[src/rtl/vram_write_port_if.sv]
// -----------------------------------------------------------------------------
// vram_write_port_if
//   Bundles the host register bus, the memory write port and the status flags
//   of vram_write_port.
//   master : host side (drives register writes and mem_ready, reads status)
//   slave  : vram_write_port itself
//   Signals:
//     reg_sel[1:0]    register select (0 ADDR_LO, 1 ADDR_HI, 2 DATA, 3 CTRL)
//     reg_write       one-cycle register write strobe
//     reg_wdata[7:0]  register write data
//     mem_ready       memory write port can take a write this cycle
//     write_addr      memory write address
//     write_enable    memory write enable (registered)
//     write_data[7:0] memory write data (registered)
//     fifo_empty      no pending writes
//     fifo_full       write FIFO holds FIFO_DEPTH entries
//     overflow        sticky: a DATA write was dropped
// -----------------------------------------------------------------------------
interface vram_write_port_if #(
  parameter int ADDRESS_WIDTH = 10
);
  logic [1:0]               reg_sel;
  logic                     reg_write;
  logic [7:0]               reg_wdata;
  logic                     mem_ready;
  logic [ADDRESS_WIDTH-1:0] write_addr;
  logic                     write_enable;
  logic [7:0]               write_data;
  logic                     fifo_empty;
  logic                     fifo_full;
  logic                     overflow;

  modport master (
    output reg_sel, reg_write, reg_wdata, mem_ready,
    input  write_addr, write_enable, write_data, fifo_empty, fifo_full, overflow
  );

  modport slave (
    input  reg_sel, reg_write, reg_wdata, mem_ready,
    output write_addr, write_enable, write_data, fifo_empty, fifo_full, overflow
  );
endinterface

[src/rtl/vram_write_port.sv]
// -----------------------------------------------------------------------------
// vram_write_port
//   CPU-facing write front end for the video memory. Byte-wide register writes
//   set an auto-incrementing address pointer; DATA writes queue {addr, data}
//   into a small FIFO that drains into the memory write port whenever
//   mem_ready is high, one write per cycle.
//   Ports:
//     clk    rising-edge clock
//     rst_n  asynchronous active-low reset
//     bus    vram_write_port_if.slave (register bus, memory port, status)
// -----------------------------------------------------------------------------
module vram_write_port #(
  parameter int ADDRESS_WIDTH = 10,
  parameter int FIFO_DEPTH    = 4
) (
  input  logic               clk,
  input  logic               rst_n,
  vram_write_port_if.slave   bus
);

  localparam int PTR_W = $clog2(FIFO_DEPTH);
  localparam int CNT_W = PTR_W + 1;
  localparam int HI_W  = ADDRESS_WIDTH - 8;

  typedef enum logic [1:0] {
    SEL_ADDR_LO = 2'd0,
    SEL_ADDR_HI = 2'd1,
    SEL_DATA    = 2'd2,
    SEL_CTRL    = 2'd3
  } reg_sel_e;

  logic [ADDRESS_WIDTH-1:0] addr_ptr;
  logic [2:0]               incr;

  logic [ADDRESS_WIDTH-1:0] fifo_addr [FIFO_DEPTH];
  logic [7:0]               fifo_data [FIFO_DEPTH];
  logic [PTR_W-1:0]         wr_ptr;
  logic [PTR_W-1:0]         rd_ptr;
  logic [CNT_W-1:0]         count;
  logic [CNT_W-1:0]         count_next;

  logic data_wr;
  logic ctrl_wr;
  logic do_pop;
  logic do_push;
  logic drop;

  // Bits 6:3 of CTRL and the ADDR_HI bits above the pointer are don't-care.
  logic unused_wdata;
  assign unused_wdata = ^bus.reg_wdata;

  // NOTE: every always_comb output gets a default first so no path can leave
  // it unassigned, which would otherwise infer a latch.
  always_comb begin
    data_wr    = bus.reg_write && (bus.reg_sel == SEL_DATA);
    ctrl_wr    = bus.reg_write && (bus.reg_sel == SEL_CTRL);
    do_pop     = !bus.fifo_empty && bus.mem_ready;
    // A push into a full FIFO still fits when the head leaves this same cycle.
    do_push    = data_wr && (!bus.fifo_full || do_pop);
    drop       = data_wr && !do_push;
    count_next = count;
    case ({do_push, do_pop})
      2'b10:   count_next = count + CNT_W'(1);
      2'b01:   count_next = count - CNT_W'(1);
      default: count_next = count;
    endcase
  end

  // Register file: address pointer, increment and the sticky overflow flag.
  // NOTE: sequential state uses non-blocking assignments so every flop samples
  // pre-edge values regardless of block ordering.
  always_ff @(posedge clk or negedge rst_n) begin
    if (!rst_n) begin
      addr_ptr     <= '0;
      incr         <= 3'd1;
      bus.overflow <= 1'b0;
    end else begin
      if (bus.reg_write) begin
        case (bus.reg_sel)
          SEL_ADDR_LO: addr_ptr[7:0] <= bus.reg_wdata;
          SEL_ADDR_HI: addr_ptr[ADDRESS_WIDTH-1:8] <= bus.reg_wdata[HI_W-1:0];
          SEL_DATA:    if (do_push) addr_ptr <= addr_ptr + ADDRESS_WIDTH'(incr);
          SEL_CTRL:    incr <= bus.reg_wdata[2:0];
          default:     ;
        endcase
      end
      // A clear arriving with a drop wins over the set.
      if (ctrl_wr && bus.reg_wdata[7]) begin
        bus.overflow <= 1'b0;
      end else if (drop) begin
        bus.overflow <= 1'b1;
      end
    end
  end

  // NOTE: the FIFO storage is deliberately not reset; the count alone decides
  // which entries are valid, so reset discards them without clearing the RAM.
  always_ff @(posedge clk) begin
    if (do_push) begin
      fifo_addr[wr_ptr] <= addr_ptr;
      fifo_data[wr_ptr] <= bus.reg_wdata;
    end
  end

  // FIFO control and the registered memory write port. The async reset drops
  // write_enable immediately, mid-cycle.
  always_ff @(posedge clk or negedge rst_n) begin
    if (!rst_n) begin
      wr_ptr           <= '0;
      rd_ptr           <= '0;
      count            <= '0;
      bus.fifo_empty   <= 1'b1;
      bus.fifo_full    <= 1'b0;
      bus.write_enable <= 1'b0;
      bus.write_addr   <= '0;
      bus.write_data   <= '0;
    end else begin
      count            <= count_next;
      bus.fifo_empty   <= (count_next == '0);
      bus.fifo_full    <= (count_next == CNT_W'(FIFO_DEPTH));
      bus.write_enable <= do_pop;
      if (do_push) begin
        wr_ptr <= wr_ptr + PTR_W'(1);
      end
      if (do_pop) begin
        rd_ptr         <= rd_ptr + PTR_W'(1);
        bus.write_addr <= fifo_addr[rd_ptr];
        bus.write_data <= fifo_data[rd_ptr];
      end
    end
  end

endmodule

[src/flat_wrapper.sv]
// flat-port wrapper written by rule: the top's interface ports become plain ports
module vram_write_port_flat 
#(
  parameter int ADDRESS_WIDTH = 10,
  parameter int FIFO_DEPTH    = 4
)
  (clk, rst_n, bus_reg_sel, bus_reg_write, bus_reg_wdata, bus_mem_ready, bus_write_addr, bus_write_enable, bus_write_data, bus_fifo_empty, bus_fifo_full, bus_overflow);
  vram_write_port_if #(.ADDRESS_WIDTH(ADDRESS_WIDTH)) bus_i ();
  input  logic clk;
  input  logic rst_n;
  input wire logic [$bits(bus_i.reg_sel)-1:0] bus_reg_sel;
  input wire logic [$bits(bus_i.reg_write)-1:0] bus_reg_write;
  input wire logic [$bits(bus_i.reg_wdata)-1:0] bus_reg_wdata;
  input wire logic [$bits(bus_i.mem_ready)-1:0] bus_mem_ready;
  output wire logic [$bits(bus_i.write_addr)-1:0] bus_write_addr;
  output wire logic [$bits(bus_i.write_enable)-1:0] bus_write_enable;
  output wire logic [$bits(bus_i.write_data)-1:0] bus_write_data;
  output wire logic [$bits(bus_i.fifo_empty)-1:0] bus_fifo_empty;
  output wire logic [$bits(bus_i.fifo_full)-1:0] bus_fifo_full;
  output wire logic [$bits(bus_i.overflow)-1:0] bus_overflow;
  assign bus_i.reg_sel = bus_reg_sel;
  assign bus_i.reg_write = bus_reg_write;
  assign bus_i.reg_wdata = bus_reg_wdata;
  assign bus_i.mem_ready = bus_mem_ready;
  assign bus_write_addr = bus_i.write_addr;
  assign bus_write_enable = bus_i.write_enable;
  assign bus_write_data = bus_i.write_data;
  assign bus_fifo_empty = bus_i.fifo_empty;
  assign bus_fifo_full = bus_i.fifo_full;
  assign bus_overflow = bus_i.overflow;
  vram_write_port #(.ADDRESS_WIDTH(ADDRESS_WIDTH), .FIFO_DEPTH(FIFO_DEPTH)) u_core (.clk(clk), .rst_n(rst_n), .bus(bus_i));
endmodule
[config.mk]
export PLATFORM = sky130hd
export DESIGN_NAME = vram_write_port_flat
export DESIGN_NICKNAME = d
export VERILOG_FILES = /design/src/rtl/vram_write_port_if.sv /design/src/rtl/vram_write_port.sv /design/src/flat_wrapper.sv
export SDC_FILE = /design/constraint.sdc
export NUM_CORES = 1
export LEC_CHECK = 0
export BUFFER_PORTS_ARGS = -buffer_cell sky130_fd_sc_hd__buf_2
export CORE_MARGIN = 1.5
export CORE_UTILIZATION = 67
export CTS_BUF_LIST = sky130_fd_sc_hd__clkbuf_2
export DETAILED_ROUTE_END_ITERATION = 8
export PLACE_DENSITY_LB_ADDON = 0.15
export SLEW_MARGIN = 20
export SYNTH_ARGS = -nofsm -noshare
export SYNTH_HDL_FRONTEND = slang
export SYNTH_SLANG_ARGS = --single-unit
[constraint.sdc]
create_clock -name clk -period 7.2 [get_ports clk]
set_input_delay 0.72 -clock clk [delete_from_list [all_inputs] [get_ports clk]]
set_output_delay 0.72 -clock clk [all_outputs]
set_load 0.01 [all_outputs]
* Yosys cells after proc, flatten, opt, wreduce, memory -nomap -nowiden *
Memories as Yosys holds them, arrays and structs flattened. A register that Yosys moved wholly into a read port is not among the register bits.
Index checks and enable logic that the tools add are counted.

storage, ports and cells
  output and inout port bits = 22
  bits in latches = 0
  memories kept = 2
  word-level logic and storage cells = 52
  register bits after elaboration = 24
  RAM bits = 72
  bits in read-only memories = 0

operators by class
  reductions and logical operators = 20
  add/subtract/negate cells = 5
  mux-type cells = 8
  bitwise logic cells = 0
  shift-type cells = 0
  divide/modulo/power cells = 0
  equality and inequality tests = 7
  multipliers = 0
  $lt $le $gt $ge = 0

memories
  memory            words  bits a word  read ports  clocked after memory_dff  wr ports  RTL line               RTL
  u_core.fifo_addr  4      10           1           1                         1         vram_write_port.sv:35  logic [ADDRESS_WIDTH-1:0] fifo_addr [FIFO_DEPTH];
  u_core.fifo_data  4      8            1           1                         1         vram_write_port.sv:36  logic [7:0] fifo_data [FIFO_DEPTH];

operators with widths
  cell                                                   count
  one-hot mux 8 bit (2 select lines)                     1
  adder 10 x 3 -> 10 bit                                 1
  two-way mux 10 bit                                     1
  equality test 2 bit, second input constant             3
  logical AND 1 bit                                      6
  one-hot mux 3 bit (2 select lines)                     1
  AND reduction 3 bit                                    2
  nonzero test 2 bit                                     3
  logical NOT 1 bit                                      5
  adder 2 x 1 -> 2 bit, second input constant            2
  equality test 2 x 1 -> 1 bit, second input constant    2
  two-way mux 1 bit                                      4
  one-hot mux 2 bit (2 select lines)                     1
  adder 3 x 1 -> 3 bit, second input constant            1
  equality test 3 bit, second input constant             1
  logical NOT 3 bit                                      1
  subtractor 3 x 1 -> 3 bit, second input constant       1
  logical NOT 2 bit                                      1
  inequality test 2 x 1 -> 1 bit, second input constant  1
  AND reduction 2 bit                                    1
  logical OR 1 bit                                       1

* Longest topological paths before layout *
  depth in word-level cells = 8
  gate-level depth with buffers = 9
  mapped depth without buffers = 9

* Least setup slack after synthesis *
No wires, ideal clock.

  path type = input -> register
  from = input port bus_reg_sel[0]
  to = register u_core.bus.fifo_full
  slack = 4,519 ps
  arrival time = 2,608 ps
  data required time = 7,127 ps
  setup time = 73 ps
  buffers on the path = 0
  stages on the path = 8
  cell sequence = nand2b_4 > a211oi_4 > inv_1 > ha_1 > fa_1 > mux2_2 > or2_2 > nor2b_1

between the ends
  longest elaborated chain between the ends = 6
  elaborated cells on any way between the ends = 7

RTL lines
  element                                                              RTL line                  RTL
  start: declaration                                                   flat_wrapper.sv:11        input wire logic [$bits(bus_i.reg_sel)-1:0] bus_reg_sel;
  equality test 2 bit *                                                vram_write_port.sv:55     data_wr = bus.reg_write && (bus.reg_sel == SEL_DATA);
  logical AND 1 bit *                                                  vram_write_port.sv:55
  logical AND 1 bit *                                                  vram_write_port.sv:59     do_push = data_wr && (!bus.fifo_full || do_pop);
  equality test 2 x 1 -> 1 bit or equality test 2 bit (tied branches)  vram_write_port.sv:62     case ({do_push, do_pop})
  one-hot mux 3 bit (2 select lines) *                                 vram_write_port.sv:62
  named net u_core.count_next[1]                                       vram_write_port.sv:40     logic [CNT_W-1:0] count_next;
  equality test 3 bit *                                                vram_write_port.sv:120    bus.fifo_full <= (count_next == CNT_W'(FIFO_DEPTH));
  end signal: assignment                                               vram_write_port.sv:120
  end: declaration                                                     vram_write_port_if.sv:40  output write_addr, write_enable, write_data, fifo_empty, fifo_full, overflow

Mark *: on every way through the listed nets, which the timed path passes. The rest lies on a longest branch.
A chain may end at the register's enable or synchronous reset.

* Worst setup path in the final report *
  from = register u_core.bus.fifo_empty
  to = register u_core.bus.fifo_full

between the ends
  longest elaborated chain between the ends = 7
  elaborated cells on any way between the ends = 8

RTL lines
  element                                                              RTL line                  RTL
  start: declaration                                                   vram_write_port_if.sv:40
  start signal: assignment                                             vram_write_port.sv:119    bus.fifo_empty <= (count_next == '0);
  logical NOT 1 bit *                                                  vram_write_port.sv:57     do_pop = !bus.fifo_empty && bus.mem_ready;
  logical AND 1 bit *                                                  vram_write_port.sv:57
  logical OR 1 bit                                                     vram_write_port.sv:59
  logical AND 1 bit                                                    vram_write_port.sv:59
  equality test 2 x 1 -> 1 bit or equality test 2 bit (tied branches)  vram_write_port.sv:62
  one-hot mux 3 bit (2 select lines) *                                 vram_write_port.sv:62
  named net u_core.count_next[1]                                       vram_write_port.sv:40
  equality test 3 bit *                                                vram_write_port.sv:120

Marks and branches as above.

==> impl_metrics.py <==
metrics = {
    "run_status": {
        "status": "complete, no violations",
    },
    "drt": {
        "first_iter_violations": 239,
        "remaining_drc_errors": 0,
        "drt-vias-per-instance": 6.13,
        "wl_um": 8530,
        "ant_nets": 0,
        "wl_per_cell_um": 19.3,
        "first_pass_iters": 5,
        "vias": 2714,
    },
    "timing": {
        "finClkSkew_ns": 0.0243,
        "achievable-frequency_ghz": 0.341,
        "drv_slew": 0,
        "rsz0062_at_grt": "no",
        "hold_violations": 0,
        "fin_tns_setup_ns": 0,
        "tightest_slew_ns": 0.989,
        "post-route-period-util_pct": 40.7,
        "finalSetupViolCount": 0,
        "relSlewSlack_pct": 34.1,
        "setup_slack_ns": 4.27,
        "period_minus_slack_ns": 2.93,
    },
    "power": {
        "clkPwrFrac_pct": 25.8,
        "vdd_drop_max_mv": 0.215,
        "p_sw_share_pct": 32.0,
        "intPower_mw": 1.29,
        "power.leakage_nw": 2.03,
        "switchingPower_mw": 0.609,
        "combPwrFrac_pct": 25.0,
        "pwr-share-seq_pct": 49.2,
        "cellPowerDensity_nw_per_um2": 366,
    },
    "clock_tree": {
        "h-tree-depth": 4,
        "cts_buffer_depth": 2,
        "cts_buffers": 17,
        "cts_sinks": 114,
        "post_cts_buffers": 0,
        "cts-resized-gates": 0,
        "cts_hold_buf": 0,
        "cts.reportedPaths.clkPinSlew_ns": 0.19,
        "clock_latency_ns": 0.64,
        "cts_tree": "yes",
        "cts_root_buffer": "clkbuf_2",
    },
    "grt": {
        "grt_overflow": 0,
        "grt_max_degree": 43,
        "grt_pass1_wl_um": 13500,
        "antenna_found_initial": 0,
        "first_global_vias": 2653,
        "grt_usage_pct": 25.6,
    },
    "worst_setup_path": {
        "cp_max_fo": 24,
        "cp-start-kind": "flip-flop",
        "critPathSlowestCell": "dfstp_2",
        "worstPathRequired_ns": 7.78,
        "endpoint_kind": "flip-flop",
        "cp_slowest_stage_delay_ns": 0.57,
        "cp_top_family": "adder cells",
        "crit_arrival_ns": 3.51,
        "critPathKind": "flip-flop to flip-flop",
        "crit_buf_inv": 1,
        "crit_chain": "nand2b_4, inv_1, ha_1, fa_1, mux2_2, or2_2, nor2b_1",
    },
    "placed_design": {
        "dp_hpwl_um": 5260,
        "place.gp.congestion": 0.828,
        "place_ws_ns": 3.92,
        "placed_area_um2": 4900,
        "port_buffers": 35,
    },
    "logic_synthesis": {
        "syn_area_um2": 4680,
        "yosysWarnings": 0,
        "synthMuxAreaShare_pct": 9.63,
        "synthAdderAreaFrac_pct": 3.00,
        "synth_cell_types": 46,
        "synth_seq_cells": 114,
        "avgSynthCellArea_um2": 15.2,
        "syn_nets": 331,
        "synth_top_family_by_area": "multiplexers",
        "netlist_instances": 307,
        "synth_compound_area_share_pct": 6.55,
        "synth_xor_area_share_pct": 1.31,
        "ys_seq_area_share_pct": 68.7,
        "yosys.area_share.simple_pct": 8.83,
    },
    "floorplan": {
        "die-area_um2": 7490,
        "core_um2": 6760,
        "placement_rows": 30,
        "ioPinCount": 36,
        "fp.dieH_um": 86.6,
        "die_x_um": 86.6,
        "initial_utilization_pct": 69.2,
    },
    "worst_hold_path": {
        "hold_class": "input pin to asynchronous set/reset pin",
    },
    "cells_and_area": {
        "final_cell_mix": "edfxtp_1 (72), nand2_1 (66), dfrtp_1 (40), buf_2 (34), mux4_2 (18)",
        "final_core_util_pct": 76.9,
        "final_area_um2": 5190,
        "nets": 374,
        "area_growth_pct": 11.0,
        "layout_commonest_cell": "edfxtp_1",
        "layout-drive-gt1-share_pct": 27.5,
        "antenna_cells": 0,
    },
    "flow_run": {
        "maxCapViolCount": 0,
    },
}
## state kept, by name, indices dropped and copies added, names as in the netlist
signal and count:
u_core.fifo_addr 40, u_core.fifo_data 32, u_core.addr_ptr 10, u_core.bus.write_addr 10, u_core.bus.write_data 8, u_core.count 3
u_core.incr 3, u_core.rd_ptr 2, u_core.wr_ptr 2, u_core.bus.fifo_empty 1, u_core.bus.fifo_full 1, u_core.bus.overflow 1
u_core.bus.write_enable 1
## power by group through the flow
stage                     Clock, mW  Sequential (mW)  Combinational (mW)
after detailed placement          0            0.950               0.480
after floorplan                   0            0.938               0.337
after global placement            0            0.943               0.465
after CTS                     0.499            0.936               0.484
after global routing          0.525            0.954               0.529
final                         0.490            0.936               0.476
## area by class of cell
cell class | instances | area [um2]
flip-flops and latches | 114 | 3220
multi-input cells | 173 | 1370
clock inverters | 15 | 206
clock buffers | 17 | 85.1
well taps | 80 | 100
inverters | 8 | 30.0
fillers | 403 | 1560
repair buffers | 36 | 185
## worst register-to-register path: cells and delay by family, from the launching register on
kind,cells,cell delay [ns]
AND/OR/NAND/NOR,3,0.74
flip-flops,1,0.57
buffers and inverters,1,0.46
multiplexers,1,0.27
adder cells (fa/ha/maj),2,0.84
## cells by family (layout without fill, tap and decap cells)
logic type | count (synthesis) | after routing
flops | 114 | 114
xor+xnor | 7 | 7
mux | 22 | 22
compound gates | 39 | 39
simple gates | 95 | 95
buf+inv | 20 | 76
fa+ha+maj | 10 | 10
## final timing paths
kind                                                  to  cells after the start  slack (ns)                  start
worst max register to register      u_core.bus.fifo_full                      7        4.27  u_core.bus.fifo_empty
worst max-delay path                u_core.bus.fifo_full                      7        4.27  u_core.bus.fifo_empty
min in group clk                  u_core.fifo_data[1][3]                      1        0.33       bus_reg_wdata[3]
max in group asynchronous                 u_core.incr[2]                      1        6.75                  rst_n
worst min register to register           u_core.count[2]                      1        0.49        u_core.count[2]
worst min-delay path            u_core.bus.write_addr[1]                      1        0.03                  rst_n
## per-layer routing
layer | routed length [um] | global-route usage, % | vias up | part of all wire (%)
met5 | 0 | 0 | - | 0
met4 | 101 | 10.6 | 0 | 1.2
met3 | 528 | 6.86 | 9 | 6.2
met2 | 4430 | 43.3 | 130 | 52
met1 | 3470 | 31.7 | 1351 | 41
li1 | - | - | 1224 | -
## per-stage QoR
| stage | instances | total power, mW | hold slack (ns) |
|---|---|---|---|
| after floorplan | 307 | 1.27 | 0.424 |
| after global routing | 443 | 2.01 | 0.0187 |
| after global placement | 411 | 1.41 | 0.452 |
| after CTS | 443 | 1.92 | 0.194 |
| final | 443 | 1.90 | 0.0322 |
| after detailed placement | 411 | 1.43 | 0.457 |
## synthesized netlist by cell type, drive strengths merged
cell type  number  area [um2]
nor2            9        33.8
inv             8        30.0
o21ai           6        30.0
o22ai           1        6.26
nor2b           3        18.8
a311o           1        10.0
o21a            1        7.51
nand2          66         248
edfxtp         72        2160
o21bai          1        7.51
a21boi          1        7.51
and2            5        31.3
nand3           5        25.0
a41oi           1        8.76
nand2b          3        33.8
dfrtp          40        1000
mux2            4        45.0
o32ai           2        17.5
ha              8         100
xor2            1        8.76
a211oi          5        50.1
clkbuf          4        15.0
o211ai          1        7.51
o2bb2ai         1        8.76
or2             1        6.26
nor3            2        10.0
fa              2        40.0
a21oi           8        43.8
mux4           18         405
a31oi           4        25.0
buf             8        46.3
xnor2           6        52.6
dfstp           2        52.6
o311a           1        10.0
a311oi          2        35.0
or3             1        6.26
a22oi           1        7.51
a221oi          1        15.0
o22a            1        8.76
(Power assumes the default switching activity.)
